### config.mk
export PLATFORM = sky130hd
export DESIGN_NAME = shift16
export DESIGN_NICKNAME = d
export VERILOG_FILES = /design/src/rtl/shift16.sv
export SDC_FILE = /design/constraint.sdc
export NUM_CORES = 1
export LEC_CHECK = 0
export ABC_AREA = 0
export CORE_ASPECT_RATIO = 1.1
export CORE_UTILIZATION = 47
export CTS_BUF_LIST = sky130_fd_sc_hd__clkbuf_16
export DETAILED_ROUTE_END_ITERATION = 8
export MAX_ROUTING_LAYER = met4
export PLACE_DENSITY_LB_ADDON = 0.08
export SETUP_SLACK_MARGIN = 0.1
export SYNTH_ARGS = -nofsm -noshare
export SYNTH_HDL_FRONTEND = slang
export SYNTH_SLANG_ARGS = --single-unit
### constraint.sdc
create_clock -name clk -period 1.75 [get_ports clk]
set_clock_uncertainty 0.2 [all_clocks]
set_input_delay 0.4375 -clock clk [delete_from_list [all_inputs] [get_ports clk]]
set_output_delay 0.4375 -clock clk [all_outputs]
set_load 0.03 [all_outputs]
### src/rtl/shift16.sv
// shift16: two-stage pipelined logarithmic left shifter, DATA_W operand widened to 2*DATA_W.
// Optional SHIFT16_ROTATE_EN adds a `rotate` input selecting a DATA_W-bit rotate-left instead.
module shift16 #(
    parameter int DATA_W = 16,
    parameter int DIST_W = 4
) (
    input  logic                  clk,
    input  logic                  rst,
    input  logic [DATA_W-1:0]     a,
    input  logic [DIST_W-1:0]     distance,
`ifdef SHIFT16_ROTATE_EN
    input  logic                  rotate,
`endif
    input  logic                  in_valid,
    output logic [2*DATA_W-1:0]   r,
    output logic                  out_valid
);

    localparam int RES_W = 2 * DATA_W;

    logic [RES_W-1:0]  s1_val_q, s1_val_d;
    logic [DIST_W-3:0] s1_hi_q;
    logic              s1_vld_q;
    logic [RES_W-1:0]  r_q, r_d;
    logic              out_valid_q;
    logic [DIST_W-1:0] s2_amt;
    logic [RES_W-1:0]  a_ext;
    logic              rot_in;
    logic              s1_rot_q;

`ifdef SHIFT16_ROTATE_EN
    assign rot_in = rotate;
`else
    assign rot_in = 1'b0;
`endif

    assign a_ext  = {{DATA_W{1'b0}}, a};
    // Stage-2 amount is the upper distance bits in units of four positions.
    assign s2_amt = {s1_hi_q, 2'b00};

    // Stage 1: coarse-free fine shift by distance[1:0].
    always_comb begin
        logic [RES_W-1:0] dbl;
        s1_val_d = a_ext << distance[1:0];
        dbl      = {a, a} << distance[1:0];
        if (rot_in) begin
            s1_val_d = {{DATA_W{1'b0}}, dbl[RES_W-1:DATA_W]};
        end
    end

    // Stage 2: shift by 0/4/8/12; the rotate form wraps within the low DATA_W bits.
    always_comb begin
        logic [RES_W-1:0] dbl;
        r_d = s1_val_q << s2_amt;
        dbl = {s1_val_q[DATA_W-1:0], s1_val_q[DATA_W-1:0]} << s2_amt;
        if (s1_rot_q) begin
            r_d = {{DATA_W{1'b0}}, dbl[RES_W-1:DATA_W]};
        end
    end

    always_ff @(posedge clk) begin
        if (rst) begin
            s1_val_q    <= '0;
            s1_hi_q     <= '0;
            s1_vld_q    <= 1'b0;
            s1_rot_q    <= 1'b0;
            r_q         <= '0;
            out_valid_q <= 1'b0;
        end else begin
            s1_val_q    <= s1_val_d;
            s1_hi_q     <= distance[DIST_W-1:2];
            s1_vld_q    <= in_valid;
            s1_rot_q    <= rot_in;
            r_q         <= r_d;
            out_valid_q <= s1_vld_q;
        end
    end

    assign r         = r_q;
    assign out_valid = out_valid_q;

endmodule

## Word level (Yosys, flattened, before mapping)

Cells that the tools add are included.

| cells by class | value |
|---|---|
| shift-type cells | 2 |

Operators by type and width:

| kind | number |
|---|---|
| $shl A16 B2 Y32 | 1 |
| $shl A32 B4 Y32 | 1 |

| storage, ports and cells | value |
|---|---|
| register bits after elaboration | 68 |
| input port bits | 23 |
| output and inout bits | 33 |
| logic and storage cells | 7 |

## Longest topological paths before layout

| depth | value |
|---|---|
| depth after elaboration | 1 |
| gate-level depth with buffers | 4 |
| depth with buffers taken out | 3 |

## Least setup slack after synthesis

Ideal clock, no wire load.

| path | value |
|---|---|
| path kind | input -> register |
| from | input distance[0] |
| to | register s1_val_q[15] |
| library setup time | 0.127 ns |
| arrival | 1.094 ns |
| required time | 1.423 ns |
| slack | 0.329 ns |
| stages on the path | 4 |
| buffers on the path | 2 |
| cells stage by stage | buf_4 -> buf_4 -> mux2i_1 -> o22ai_1 |

| on the way | value |
|---|---|
| word-level cells in the longest chain between the ends | 1 |

Ends and longest elaborated chain:

| element | line | source |
|---|---|---|
| start, declared | 10 | `input logic [DIST_W-1:0] distance,` |
| $shl A16 B2 Y32 | 44 | `s1_val_d = a_ext << distance[1:0];` |
| end signal, assigned | 70 | `s1_val_q <= s1_val_d;` |
| end, declared | 21 | `logic [RES_W-1:0] s1_val_q, s1_val_d;` |

No other way between the ends.
A chain may end at the register's enable or synchronous reset.

## Final worst setup path

| path | value |
|---|---|
| from | register r_q[2] (netlist: r[2]) |
| to | output r[2] |

RTL lines:

| element | line | source |
|---|---|---|
| start, declared | 24 | `logic [RES_W-1:0] r_q, r_d;` |
| start signal, assigned | 74 | `r_q <= r_d;` |
| end, declared | 15 | `output logic [2*DATA_W-1:0] r,` |

No word-level cell between the ends.

==> impl_metrics.env <==
export IMPL_outcome="completed"
export IMPL_cts_resized=33
export IMPL_path_clk_slew_ns=0.06
export IMPL_core_area_sq_um=4020
export IMPL_routed_wl_microns=3840
export IMPL_fmax_mhz=616
export IMPL_synth_edf_count=0
export IMPL_syn_nets=205
export IMPL_multiInputGateArea_sq_um=806
export IMPL_initial_utilization=0.497
export IMPL_synth_seq_cells=54
export IMPL_antenna_found_initial=0
export IMPL_syn_area_sq_um=2000
export IMPL_ant_nets=0
export IMPL_die_x_microns=64.2
export IMPL_r2r_setup_slack_ns=0.34
export IMPL_crit_family="buffers and inverters"
export IMPL_hp_class="reg -> reg"
export IMPL_cts_buffer_depth=2
export IMPL_yosys_area_top_type="dfxtp_1"
export IMPL_path_class="reg -> out"
export IMPL_drt_first_pass_iters=4
export IMPL_dp_hpwl_microns=3010
export IMPL_die_h_microns=70.4
export IMPL_drtIter0Drc=35
export IMPL_hold_buffers=0
export IMPL_dp_cells=279
export IMPL_post_cts_buffers=0
export IMPL_drc=0
export IMPL_slowest_delay_ns=0.38
export IMPL_wire_per_inst_microns=13.5
export IMPL_clk_latency_ns=0.28
export IMPL_ios=56
export IMPL_syn_to_final_growth_pct=35.0
export IMPL_hold_violations=0
export IMPL_gp_congestion=0.797
export IMPL_end_kind="primary output"
export IMPL_ir_worst_vdd_mv=0.420
export IMPL_pre_cts_ws_ns=-0.203
export IMPL_cp_slowest_cell="clkdlybuf4s15_1"
export IMPL_finalCriticalPeriod_ns=1.62
export IMPL_cts_sinks=54
export IMPL_grt_pass1_vias=1384
export IMPL_p_per_area_nw_per_um2=958
export IMPL_synth_common_cells="dfxtp_1, mux2i_1, o22ai_1, nor2_1, a211oi_1"
export IMPL_critPathRequiredTime_ns=1.11
export IMPL_num_rows=24
export IMPL_ys_seq_area_frac=0.541
export IMPL_rsz0062_at_grt="false"
export IMPL_synth_distinct_cells=21
export IMPL_tritoncts="done"
export IMPL_netlist_top_cells_area="dfxtp_1, mux2i_1, o22ai_1, a211oi_1, nor2_1"
export IMPL_crit_path_max_fanout=1
export IMPL_finalSetupViolCount=0
export IMPL_met2_usage=0.342
export IMPL_critPathLaunchType="register"
export IMPL_yosysMostFrequentCell="dfxtp_1"
export IMPL_die_area_sq_um=4520
export IMPL_grt_pass1_wl_microns=6190
export IMPL_grt_overflow_total=0
export IMPL_synth_top_area_frac=0.541
export IMPL_vias_per_cell=5.27
export IMPL_fill_cells=359
export IMPL_leakagePower_nw=1.16
export IMPL_io_buffers=54
export IMPL_nets=257
export IMPL_drive_above_1_share=0.0687
export IMPL_vias=1501
export IMPL_cp_arrival_ns=0.99
export IMPL_period_share=0.928
export IMPL_root_buffer="clkbuf_16"
export IMPL_ff_latch_area_sq_um=1080
export IMPL_synthArstFlopShare=0
export IMPL_power_w=0.00259
export IMPL_met1_usage=0.194
export IMPL_busiest_layer="met2"
export IMPL_path_cells="clkdlybuf4s15_1"
export IMPL_gr_usage_met3=0.0408
export IMPL_setup_slack_ns=0.126
export IMPL_synthFlopType="dfxtp_1"
export IMPL_drv_slew=0
export IMPL_ys_warn_count=0
export IMPL_cts_buffers=5
export IMPL_groute_usage_overall=0.189
export IMPL_crit_buf_inv=1
export IMPL_htree_levels=2
export IMPL_fin_cells=285
export IMPL_syn_avg_cell_area_sq_um=11.0
export IMPL_syn_inst=182
export IMPL_cap_violations=0
export IMPL_num_antenna_cells=0
export IMPL_grt_max_degree=36
## layer usage
layer  up-vias  wire [microns]  share of wire
met5         -               0              0
met4         0              38         0.0099
met3         4             206          0.054
met2        61            2050           0.53
met1       687            1550           0.40
li1        749               -              -
## path summary, 6_finish.rpt
kind	startpoint	endpoint	cells past startpoint
worst max register to register	s1_hi_q[1]	r[12]	2
worst min-delay path	s1_vld_q	out_valid	1
worst min register to register	s1_vld_q	out_valid	1
worst max-delay path	r[2]	r[2]	1
## cells by family (layout without fill, tap and decap cells)
family | after synthesis | count (layout) | synth area share
other | 1 | 1 | 0.00188
multiplexers | 33 | 33 | 0.165
AND/OR/NAND/NOR | 40 | 40 | 0.110
AO/OA/AOI/OAI | 38 | 38 | 0.124
buffers and inverters | 16 | 67 | 0.0588
flip-flops | 54 | 54 | 0.541
## per-stage QoR
stage	cell area, sq um	hold WS, ns	TNS [ns]	util
finish	2700	0.241	0	0.671
global route	2700	0.266	0	0.671
CTS	2680	0.246	0	0.666
detailed placement	2590	0.231	-4.39	0.644
global placement	2590	0.222	-2.64	0.644
floorplan	2000	0.214	0	-
## power by group
part           switching, W  internal, W
Sequential        0.0000419      0.00130
Combinational      0.000196     0.000179
Clock              0.000366     0.000508
## state kept, by name, summed over array words and instances, names as in the netlist
signal     flops
s1_vld_q       1
s1_hi_q        2
r             31
s1_val_q      19
out_valid      1
## cells in the final DEF (no fill, tap or decap), drive strengths merged
cell type	instances
nor2	13
o22ai	22
dfxtp	54
clkinv	1
and2	4
nor2b	7
a211oi	12
buf	7
or2b	1
mux2i	33
clkdlybuf4s15	11
or2	2
clkdlybuf4s50	22
nand2b	6
dlygate4sd2	21
conb	1
clkbuf	5
and3	4
and2b	2
nand2	1
a21oi	4
## layout make-up
type                            count  area share
Clock inverter                      1     0.00139
Multi-Input combinational cell    112       0.299
Timing Repair Buffer               61       0.229
Clock buffer                        5      0.0464
Sequential cell                    54       0.401
Tap cell                           52      0.0241
(Power assumes the default switching activity.)
